==> src/rtl/vid_phy_controller_rx_gearbox_if.sv <==
// rtl/vid_phy_controller_rx_gearbox_if.sv - data/handshake bundle for the RX gearbox
interface vid_phy_controller_rx_gearbox_if #(
    parameter int CHANNELS  = 3,
    parameter int DW        = 20,
    parameter int RATIO     = 2,
    parameter int FIFO_WRDS = 4
);
    localparam int PW = (RATIO > 1) ? $clog2(RATIO) : 1;
    localparam int LW = $clog2(FIFO_WRDS) + 1;

    // Upstream lane words and control
    logic                         VLD_IN;
    logic [CHANNELS*DW-1:0]       DAT_IN;
    logic                         ALIGN_IN;
    logic                         CLR_IN;
    // Downstream link word handshake and status
    logic                         RDY_IN;
    logic                         VLD_OUT;
    logic [CHANNELS*RATIO*DW-1:0] DAT_OUT;
    logic [PW-1:0]                PH_OUT;
    logic [LW-1:0]                LVL_OUT;
    logic                         OVF_OUT;

    // Driver side (lane data path and link layer)
    modport master (
        output VLD_IN, DAT_IN, ALIGN_IN, CLR_IN, RDY_IN,
        input  VLD_OUT, DAT_OUT, PH_OUT, LVL_OUT, OVF_OUT
    );

    // Gearbox side
    modport slave (
        input  VLD_IN, DAT_IN, ALIGN_IN, CLR_IN, RDY_IN,
        output VLD_OUT, DAT_OUT, PH_OUT, LVL_OUT, OVF_OUT
    );
endinterface

==> src/rtl/vid_phy_controller_rx_gearbox.sv <==
// rtl/vid_phy_controller_rx_gearbox.sv - RATIO:1 word gatherer with FWFT output FIFO
module vid_phy_controller_rx_gearbox #(
    parameter int CHANNELS  = 3,
    parameter int DW        = 20,
    parameter int RATIO     = 2,
    parameter int FIFO_WRDS = 4
) (
    input logic CLK_IN,
    input logic RST_IN,
    vid_phy_controller_rx_gearbox_if.slave bus
);
    localparam int PW = (RATIO > 1) ? $clog2(RATIO) : 1;
    localparam int AW = $clog2(FIFO_WRDS);
    localparam int LW = AW + 1;
    localparam int WW = CHANNELS * RATIO * DW;
    localparam logic [PW-1:0] PH_LAST  = PW'(RATIO - 1);
    localparam logic [LW-1:0] LVL_FULL = LW'(FIFO_WRDS);

    // Assembly state
    logic [PW-1:0] ph_q, ph_d;
    logic [PW-1:0] ph_base;
    logic [WW-1:0] asm_q, asm_d;

    // Output FIFO state; occupancy kept separately from the wrapping pointers
    logic [WW-1:0] mem_q [FIFO_WRDS];
    logic [AW-1:0] wr_ptr_q, wr_ptr_d;
    logic [AW-1:0] rd_ptr_q, rd_ptr_d;
    logic [LW-1:0] cnt_q, cnt_d;
    logic          ovf_q, ovf_d;

    logic push;
    logic pop;
    logic full;
    logic wr_en;
    logic drop;

    // Next-state: slot write, phase advance, FIFO push/pop arbitration, overflow flag
    always_comb begin
        // ALIGN restarts at slot 0, so the incoming word (if any) lands in slot 0
        // and a partial word that was about to wrap is never pushed.
        ph_base = bus.ALIGN_IN ? '0 : ph_q;

        // Only the addressed slot changes; the rest keep stale data, which is
        // harmless because every slot is rewritten before the next push.
        asm_d = asm_q;
        if (bus.VLD_IN) begin
            for (int c = 0; c < CHANNELS; c++) begin
                for (int k = 0; k < RATIO; k++) begin
                    if (ph_base == PW'(k)) begin
                        asm_d[(c*RATIO+k)*DW +: DW] = bus.DAT_IN[c*DW +: DW];
                    end
                end
            end
        end

        push = bus.VLD_IN && (ph_base == PH_LAST);

        ph_d = ph_base;
        if (bus.VLD_IN) begin
            ph_d = push ? '0 : ph_base + PW'(1);
        end

        pop   = (cnt_q != '0) && bus.RDY_IN;
        full  = (cnt_q == LVL_FULL);
        // A pop in the same cycle frees the slot, so a push into a full FIFO survives.
        wr_en = push && (!full || pop);
        drop  = push && full && !pop;

        wr_ptr_d = wr_en ? wr_ptr_q + AW'(1) : wr_ptr_q;
        rd_ptr_d = pop   ? rd_ptr_q + AW'(1) : rd_ptr_q;

        cnt_d = cnt_q;
        if (wr_en && !pop) begin
            cnt_d = cnt_q + LW'(1);
        end else if (!wr_en && pop) begin
            cnt_d = cnt_q - LW'(1);
        end

        // A drop in the same cycle as a clear keeps the flag set.
        ovf_d = ovf_q;
        if (bus.CLR_IN) begin
            ovf_d = 1'b0;
        end
        if (drop) begin
            ovf_d = 1'b1;
        end
    end

    // Phase counter and per-channel assembly registers
    always_ff @(posedge CLK_IN) begin
        if (RST_IN) begin
            ph_q  <= '0;
            asm_q <= '0;
        end else begin
            ph_q  <= ph_d;
            asm_q <= asm_d;
        end
    end

    // Output FIFO storage, pointers, occupancy and sticky overflow
    always_ff @(posedge CLK_IN) begin
        if (RST_IN) begin
            for (int i = 0; i < FIFO_WRDS; i++) begin
                mem_q[i] <= '0;
            end
            wr_ptr_q <= '0;
            rd_ptr_q <= '0;
            cnt_q    <= '0;
            ovf_q    <= 1'b0;
        end else begin
            if (wr_en) begin
                mem_q[wr_ptr_q] <= asm_d;
            end
            wr_ptr_q <= wr_ptr_d;
            rd_ptr_q <= rd_ptr_d;
            cnt_q    <= cnt_d;
            ovf_q    <= ovf_d;
        end
    end

    assign bus.VLD_OUT = (cnt_q != '0);
    assign bus.DAT_OUT = mem_q[rd_ptr_q];
    assign bus.PH_OUT  = ph_q;
    assign bus.LVL_OUT = cnt_q;
    assign bus.OVF_OUT = ovf_q;
endmodule

==> src/flat_wrapper.sv <==
// flat-port wrapper written by rule: the top's interface ports become plain ports
module vid_phy_controller_rx_gearbox_flat 
#(
    parameter int CHANNELS  = 3,
    parameter int DW        = 20,
    parameter int RATIO     = 2,
    parameter int FIFO_WRDS = 4
)
  (CLK_IN, RST_IN, bus_VLD_IN, bus_DAT_IN, bus_ALIGN_IN, bus_CLR_IN, bus_RDY_IN, bus_VLD_OUT, bus_DAT_OUT, bus_PH_OUT, bus_LVL_OUT, bus_OVF_OUT);
  vid_phy_controller_rx_gearbox_if #(.CHANNELS(CHANNELS), .DW(DW), .RATIO(RATIO), .FIFO_WRDS(FIFO_WRDS)) bus_i ();
  input logic CLK_IN;
  input logic RST_IN;
  input wire logic [$bits(bus_i.VLD_IN)-1:0] bus_VLD_IN;
  input wire logic [$bits(bus_i.DAT_IN)-1:0] bus_DAT_IN;
  input wire logic [$bits(bus_i.ALIGN_IN)-1:0] bus_ALIGN_IN;
  input wire logic [$bits(bus_i.CLR_IN)-1:0] bus_CLR_IN;
  input wire logic [$bits(bus_i.RDY_IN)-1:0] bus_RDY_IN;
  output wire logic [$bits(bus_i.VLD_OUT)-1:0] bus_VLD_OUT;
  output wire logic [$bits(bus_i.DAT_OUT)-1:0] bus_DAT_OUT;
  output wire logic [$bits(bus_i.PH_OUT)-1:0] bus_PH_OUT;
  output wire logic [$bits(bus_i.LVL_OUT)-1:0] bus_LVL_OUT;
  output wire logic [$bits(bus_i.OVF_OUT)-1:0] bus_OVF_OUT;
  assign bus_i.VLD_IN = bus_VLD_IN;
  assign bus_i.DAT_IN = bus_DAT_IN;
  assign bus_i.ALIGN_IN = bus_ALIGN_IN;
  assign bus_i.CLR_IN = bus_CLR_IN;
  assign bus_i.RDY_IN = bus_RDY_IN;
  assign bus_VLD_OUT = bus_i.VLD_OUT;
  assign bus_DAT_OUT = bus_i.DAT_OUT;
  assign bus_PH_OUT = bus_i.PH_OUT;
  assign bus_LVL_OUT = bus_i.LVL_OUT;
  assign bus_OVF_OUT = bus_i.OVF_OUT;
  vid_phy_controller_rx_gearbox #(.CHANNELS(CHANNELS), .DW(DW), .RATIO(RATIO), .FIFO_WRDS(FIFO_WRDS)) u_core (.CLK_IN(CLK_IN), .RST_IN(RST_IN), .bus(bus_i));
endmodule
==> config.mk <==
export PLATFORM = sky130hd
export DESIGN_NAME = vid_phy_controller_rx_gearbox_flat
export DESIGN_NICKNAME = d
export VERILOG_FILES = /design/src/rtl/vid_phy_controller_rx_gearbox_if.sv /design/src/rtl/vid_phy_controller_rx_gearbox.sv /design/src/flat_wrapper.sv
export SDC_FILE = /design/constraint.sdc
export NUM_CORES = 1
export LEC_CHECK = 0
export ABC_AREA = 1
export BUFFER_PORTS_ARGS = -buffer_cell sky130_fd_sc_hd__buf_2
export CORE_ASPECT_RATIO = 1.2
export CORE_UTILIZATION = 40
export CTS_CLUSTER_DIAMETER = 80
export DETAILED_ROUTE_END_ITERATION = 10
export PLACE_DENSITY = 0.63
export SETUP_SLACK_MARGIN = 0.2
export SLEW_MARGIN = 10
export SYNTH_ARGS = -nofsm -noshare
export SYNTH_HDL_FRONTEND = slang
export SYNTH_SLANG_ARGS = --single-unit
==> constraint.sdc <==
create_clock -name CLK_IN -period 29.2 [get_ports CLK_IN]
set_clock_uncertainty 0.2 [all_clocks]
set_input_delay 5.84 -clock CLK_IN [delete_from_list [all_inputs] [get_ports CLK_IN]]
set_output_delay 5.84 -clock CLK_IN [all_outputs]
set_load 0.01 [all_outputs]
Word-level counts from Yosys, hierarchy flattened:

Memories as Yosys holds them, arrays and structs flattened. A register that Yosys moved wholly into a read port is not among the register bits.
Index checks and enable logic that the tools add are counted.

* word-level logic and storage cells: 52
* memories kept: 1
* input port bits: 66
* bits in writable memories: 480
* output and inout port bits: 126
* register bits after elaboration: 129

* muxes and demuxes: 24
* equality and inequality tests: 1
* reduce and logical (&&, ||, !) cells: 15
* add/sub/neg operators: 5

Memory list
* u_core.mem_q: depth 4, bits a word 120, rd ports 1, clocked after Yosys merged registers in 1, write ports 4, line vid_phy_controller_rx_gearbox.sv:25 `logic [WW-1:0] mem_q [FIFO_WRDS];`

Operator list (number)
* 120-bit two-way mux: 2
* 20-bit two-way mux: 6
* 120-bit OR reduction: 1
* 1-bit two-way mux: 11
* 1-bit logical AND: 7
* 2-bit two-way mux: 3
* 3-bit two-way mux: 2
* 2-bit by 1-bit adder with 2-bit output (second input constant): 2
* 2-bit nonzero test: 2
* 3-bit by 1-bit adder with 3-bit output (second input constant): 1
* 3-bit == test (second input constant): 1
* 1-bit zero test: 3
* 3-bit nonzero test: 1
* 3-bit by 1-bit subtractor with 3-bit output (second input constant): 1
* 1-bit adder (second input constant): 1
* 1-bit logical OR: 1

Logic depth before layout (Yosys ltp):

Gate-level depths: netlist of run 1.

* word-level depth: 9
* mapped depth: 17
* mapped depth without buffers: 14

Least setup slack after synthesis of run 1:

Ideal clock, no wire load.

* path type: input -> register
* start point: input port bus_ALIGN_IN
* end point: memory u_core.mem_q[3][0] in the netlist's numbering, enable pin
* setup time: 0.765 ns
* data arrival time: 15.051 ns
* cell stages on the path: 8
* path buffers: 2
* slack: 13.184 ns
* data required time: 28.235 ns
* path through: inv_1 -> nand2_1 -> buf_2 -> clkbuf_1 -> inv_1 -> ha_1 -> nand2_1 -> o21ai_0

RTL lines
* start: declaration: line flat_wrapper.sv:15 `input wire logic [$bits(bus_i.ALIGN_IN)-1:0] bus_ALIGN_IN;`
* end: declaration: line vid_phy_controller_rx_gearbox.sv:25

==> impl_results.md, run 1 <==
* Final TNS setup at 0 ns
* Internal reg-to-reg setup slack at 24.88 ns
* Fin crit share at 33.0%
* Reg area at 17,000 um2
* Global Route Usage Sum at 21.9%
* Footprint of the multi-input gates at 6820 um2
* Dpl ws at 19.12 ns
* Die X-Extent at 235 um
* Total core area at 64,400 um2
* PortBufs at 191
* Yosys top cell by area: edfxtp_1
* Design area at 29,600 um2
* Filler cells at 6,016
* Critical-path cell list: buf_4 -> buf_4 -> o21ai_0 -> o22ai_1 -> buf_2
* Worst-Skew Late Latency at 0.64 ns
* Cell mode on critical path: buf_4
* TritonRoute pass-1 iters at 6
* Fin. Hold Viols at 0
* Final Max Tran Viols at 0
* Worst hold path class: reg -> reg
* Post-route non-filler standard cell count at 3,710
* Largest net degree at the start of global routing at 97
* Residual DRC at 0
* Yosys reg bits at 611
* FMAX at 104 MHz
* Critical Path AT at 3.60 ns
* MaxCap Viol Count at 0
* RSZ-0062 raised after global routing: no
* Synth top area cells: edfxtp_1 55%, dfxtp_1 10%, nor2_1 9.9%
* CP Capture Type: output pin
* Reg2reg end: u_core.mem_q[1][88]
* Pwr Density at 77.1 nW/um2
* Total CTS buffers at 59
* Starting Density at 40.3%
* Met1 usage at 27.1%
* DP Cell Count at 3,598
* # hold bufs at CTS at 0
* R2R cell count at 10
* Post-synthesis sequential area ratio at 65.6%
* Worst Path Required at 23.16 ns
* Slew headroom at 17.9%
* Crit-path max cell delay at 0.90 ns
* CTS max path bufs at 3
* Startpoint Class: flop
* First-pass GRT wire length at 110,000 um
* Area delta synth->final at 13.8%
* Status: finished, final reports clean
* Post-DR wirelength/cell at 19.6 um
* Synthesized area at 26,000 um2
* Vias per inst at 5.19
* Post-CTS resize count at 0
* H-tree level count at 2
* Worst-path clk slew at 0.07 ns
* # diodes at 0
* GRT overflow at 0
* Layout cell share with drive strength beyond 1 at 11.2%
* Final hold slack at 0.304 ns
* Yosys cell types at 21
* Nets at 2,896
* Slew @ Worst Pin at 1.23 ns
* Row Count at 102
* Cells after Synth at 2,726
* Initial antenna violation count at 2
* Routing usage on met3 at 2.84%
* Postcts setup bufs at 0
* First-iteration detailed-routing DRC count at 1,479
* Setup Viol. Count Final at 0
* Share of the synthesized area in the top cell type at 55.5%
* Synth Area per Inst at 9.53 um2
* Yosys Warn Count at 0
* Slowest cell on the critical path: buf_4
* Detailed Route WL at 72,900 um
* Clk Tree Root Cell: clkbuf_16
* Die Ht at 281 um
* CTS tree: done
* Origin of the critical flop-to-flop path: u_core.bus.PH_OUT
* Global route hottest layer: met2
* Placer Congestion at 0.839
* Detailed-route via count at 19,267
* Syn Nets at 2,795
* M2 GR Usage at 38.1%
* IO Pins at 192
* DIE AREA at 66,000 um2
* Pleak at 12.5 nW
* Final ANT Viol Nets at 0
* Placed instance area at 27,500 um2
* Crit Path Class: reg -> out
* Tmin final at 9.64 ns
* Final setup margin at 19.56 ns
* Vias in the first global route at 19,026
* Peak supply drop at 0.0000471 V
* Clock tree sinks at 611
* Worst Setup EP: bus_DAT_OUT[49]
* Critical Path Fanout Max at 94
* Hpwl dp at 41,800 um
## critical path: cells and delay by family, from the launching register on
| family | cells | cell delay, ns |
|---|---|---|
| AOI/OAI and AO/OA | 2 | 0.63 |
| buffers and inverters | 3 | 1.83 |
| DFF | 1 | 0.37 |
## power by group
part	switching, mW	internal, mW	total, mW
Combinational	0.351	0.145	0.496
Sequential	0.0174	0.974	0.992
Clock	0.333	0.460	0.793
Total	0.702	1.58	2.28
## layer usage
metal	vias to the layer above	share of wire [%]
met5	-	0.032
met4	4	4.1
met3	138	6.3
met2	696	49
met1	9338	40
li1	9091	-
## synth_stat cells
cell type,number
ha_1,2
fa_1,1
nand4_1,2
buf_2,63
o22ai_1,120
xor2_1,2
clkbuf_1,102
a21oi_4,1
nor2_1,688
edfxtp_1,480
inv_1,384
o21ai_0,268
buf_4,2
nand2_2,1
nand2_1,290
inv_2,1
dfxtp_1,131
nand3_1,102
nor2_4,1
a21oi_1,73
buf_1,12
## flip-flops by register name, summed over array words and instances (netlist names), named ones only
name and count:
u_core.asm_q 120, u_core.bus.LVL_OUT 3, u_core.bus.OVF_OUT 1, u_core.bus.PH_OUT 1, u_core.mem_q 480, u_core.rd_ptr_q 2
u_core.wr_ptr_q 2
## cells by family after synthesis
| kind of cell | share of synthesized area, % |
|---|---|
| AND/OR/NAND/NOR | 16.2 |
| adder cells (fa/ha/maj) | 0.173 |
| buffers and inverters | 8.48 |
| flip-flops | 65.6 |
| AO/OA/AOI/OAI | 9.52 |
| XOR/XNOR | 0.0674 |
## worst min path at each step
stage           end  slack, ns  depth (start not counted)               start
2_1_floorplan  flop       0.27                          2  u_core.rd_ptr_q[1]
3_3_place_gp   flop       0.28                          2  u_core.rd_ptr_q[1]
3_5_place_dp   flop       0.29                          2  u_core.rd_ptr_q[1]
4_1_cts        flop       0.30                          2  u_core.rd_ptr_q[1]
5_1_grt        flop       0.34                          2  u_core.rd_ptr_q[1]
6_report       flop       0.30                          2  u_core.rd_ptr_q[1]
## final cells by class
type | count | share of cell area [%]
clock buffers | 93 | 6.09
clock inverters | 19 | 0.808
inverters | 385 | 4.91
multi-input cells | 1551 | 23.1
flip-flops and latches | 611 | 57.7
well taps | 832 | 3.52
repair buffers | 219 | 3.96
## cell usage in the layout (no fill, tap or decap), drive strengths merged
master | synthesis | final
clkinvlp | 0 | 2
bufinv | 0 | 4
ha | 2 | 2
fa | 1 | 1
nand3 | 102 | 102
clkinv | 0 | 12
o21ai | 268 | 268
edfxtp | 480 | 480
inv | 385 | 386
a21oi | 74 | 74
buf | 77 | 219
o22ai | 120 | 120
nand4 | 2 | 2
nor2 | 689 | 689
xor2 | 2 | 2
clkbuf | 102 | 93
nand2 | 291 | 291
dfxtp | 131 | 131
## through the flow
step           utilization, %  total power [mW]
6_report                 45.9              2.28
5_1_grt                  45.9              2.38
4_1_cts                  45.9              2.30
3_5_place_dp             42.7              1.51
3_3_place_gp             42.7              1.51
2_1_floorplan               -              1.30
(Power assumes the default switching activity.)
==> inputs of run 2 (changes only) <==
- PLACE_DENSITY: 0.63 -> 0.65
- clock period: 29.2 -> 8.8 ns (I/O delays scaled with it)
==> impl_results.md, run 2 (synthesis gave the netlist of run 1 again) <==
* Hold depth at 2 (unchanged)
* Postcts setup bufs at 0 (unchanged)
* Status: finished, final reports clean
* R2R cell count at 10 (unchanged)
* Total core area at 64,400 um2 (unchanged)
* Initial antenna violation count at 1 (-1)
* Final core utilization at 45.5% (-0.32 points)
* Commonest non-fill, non-tap cell in the layout: nor2_1
* Final hold slack at 0.276 ns (-0.0282 ns)
* # diodes at 0 (unchanged)
* GRT overflow at 0 (unchanged)
* Most frequent cells in the layout: 688 x nor2_1, 480 x edfxtp_1, 382 x inv_1
* Peak supply drop at 0.000142 V (+200%)
* Die Ht at 281 um (unchanged)
* PortBufs at 191 (unchanged)
* Internal reg-to-reg setup slack at 4.57 ns (-20.31 ns)
* Die X-Extent at 235 um (unchanged)
* Vias in the first global route at 18,038 (-5.2%)
* Starting Density at 40.3% (unchanged)
* Hold_sp: u_core.bus.OVF_OUT
* CTS tree: done
* Filler cells at 5,972 (-0.73%)
* RSZ-0062 raised after global routing: no
* Total CTS buffers at 56 (-5.1%)
* Clk Tree Root Cell: clkbuf_16
* Final Max Tran Viols at 0 (unchanged)
* Design area at 29,400 um2 (-0.70%)
* Setup Viol. Count Final at 0 (unchanged)
* CTS max path bufs at 3 (unchanged)
* Slowest cell on the critical path: buf_4
* Hold path endpoint: u_core.bus.OVF_OUT
* Origin of the critical flop-to-flop path: u_core.bus.PH_OUT
* Final ANT Viol Nets at 0 (unchanged)
* Row Count at 102 (unchanged)
* Largest net degree at the start of global routing at 96 (-1.0%)
* Dpl ws at 3.01 ns (-16.11 ns)
* Pleak at 12.4 nW (-0.68%)
* Detailed Route WL at 70,200 um (-3.7%)
* DIE AREA at 66,000 um2 (unchanged)
* Nets at 2,893 (-0.10%)
* TritonRoute pass-1 iters at 5 (-1)
* CP Capture Type: output pin
* FMAX at 183 MHz
* Critical Path Fanout Max at 94 (unchanged)
* # hold bufs at CTS at 0 (unchanged)
* Placer Congestion at 0.779 (-7.1%)
* Critical Path AT at 3.50 ns (-0.10 ns)
* Fin. Hold Viols at 0 (unchanged)
* Hpwl dp at 38,400 um (-8.3%)
* Reg area at 17,000 um2 (unchanged)
* Fin crit share at 62.0%
* Worst Path Required at 6.84 ns (-16.32 ns)
* Pwr Density at 249 nW/um2 (+220%)
* Critical-path cell list: inv_6 -> buf_4 -> o21ai_0 -> o22ai_1 -> buf_2
* Layout cell share with drive strength beyond 1 at 11.3% (+0.058 points)
* IO Pins at 192 (unchanged)
* Startpoint Class: flop
* Placed instance area at 27,500 um2 (about the same)
* Final setup margin at 3.34 ns (-16.21 ns)
* Residual DRC at 0 (unchanged)
* Area delta synth->final at 13.0%
* Crit-path max cell delay at 0.89 ns (about the same)
* Worst-Skew Late Latency at 0.61 ns (-0.03 ns)
* Global Route Usage Sum at 21.1% (-0.78 points)
* Top reg by flops: u_core.mem_q
* Slew headroom at 27.7% (+9.9 points)
* Post-CTS resize count at 0 (unchanged)
* Post-DR wirelength/cell at 18.9 um (-3.5%)
* Footprint of the multi-input gates at 6800 um2 (-0.20%)
* Slew @ Worst Pin at 1.08 ns (-0.148 ns)
* Tmin final at 5.46 ns
* Worst hold path class: reg -> reg
* Vias per inst at 5.14 (-1.1%)
* MaxCap Viol Count at 0 (unchanged)
* Worst-path clk slew at 0.07 ns (about the same)
* Detailed-route via count at 19,027 (-1.2%)
* Max reg flops at 480 (unchanged)
* Clock tree sinks at 611 (unchanged)
* Crit Path Class: reg -> out
* Reg2reg end: u_core.mem_q[1][58]
* First-pass GRT wire length at 107,000 um (-2.9%)
* H-tree level count at 2 (unchanged)
* First-iteration detailed-routing DRC count at 1,435 (-3.0%)
* Final TNS setup at 0 ns (unchanged)
run 2: metrics by stage:
step                      power, mW  cells
final                          7.32   3704
after global routing           7.62   3704
after CTS                      7.37   3704
after detailed placement       4.99   3598
after global placement         4.98   3598
after floorplan                4.30   2726
run 2: routing by layer:
metal | vias up | GRT usage, % | wire, um | share of wire, %
met4 | 0 | 6.12 | 1760 | 2.5
met5 | - | 0 | 0 | 0
met3 | 105 | 2.35 | 3640 | 5.2
met1 | 9263 | 27.9 | 30200 | 43
met2 | 574 | 36.7 | 34600 | 49
li1 | 9085 | - | - | -
run 2: worst max path at each step:
| stage | start | to | slack (ns) | depth (start not counted) |
|---|---|---|---|---|
| floorplan | bus_ALIGN_IN | u_core.mem_q[1][0] | 2.36 | 12 |
| global placement | bus_ALIGN_IN | u_core.mem_q[1][65] | 3.04 | 12 |
| CTS | flop | bus_DAT_OUT[3] | 3.23 | 5 |
| detailed placement | bus_ALIGN_IN | u_core.mem_q[1][62] | 3.01 | 12 |
| finish | flop | bus_DAT_OUT[100] | 3.34 | 5 |
| global route | flop | bus_DAT_OUT[3] | 3.04 | 5 |
run 2: worst max-delay path, delay by kind of cell, from the launching register on:
family                 cells  cell delay, ns
DFF                        1            0.55
AOI/OAI and AO/OA          2            0.54
buffers and inverters      3            1.72
run 2: power breakdown:
group	leakage (nW)	internal, mW	switching, mW
Sequential	6.04	3.23	0.0858
Clock	0.912	1.34	1.06
Combinational	5.45	0.479	1.12
run 2: final cells by class:
cell class	instances	share of cell area [%]
Clock buffer	88	5.87
Clock inverter	18	0.324
Timing Repair Buffer	219	4.07
Inverter	385	4.95
Tap cell	832	3.55
Multi-Input combinational cell	1551	23.2
Sequential cell	611	58.1
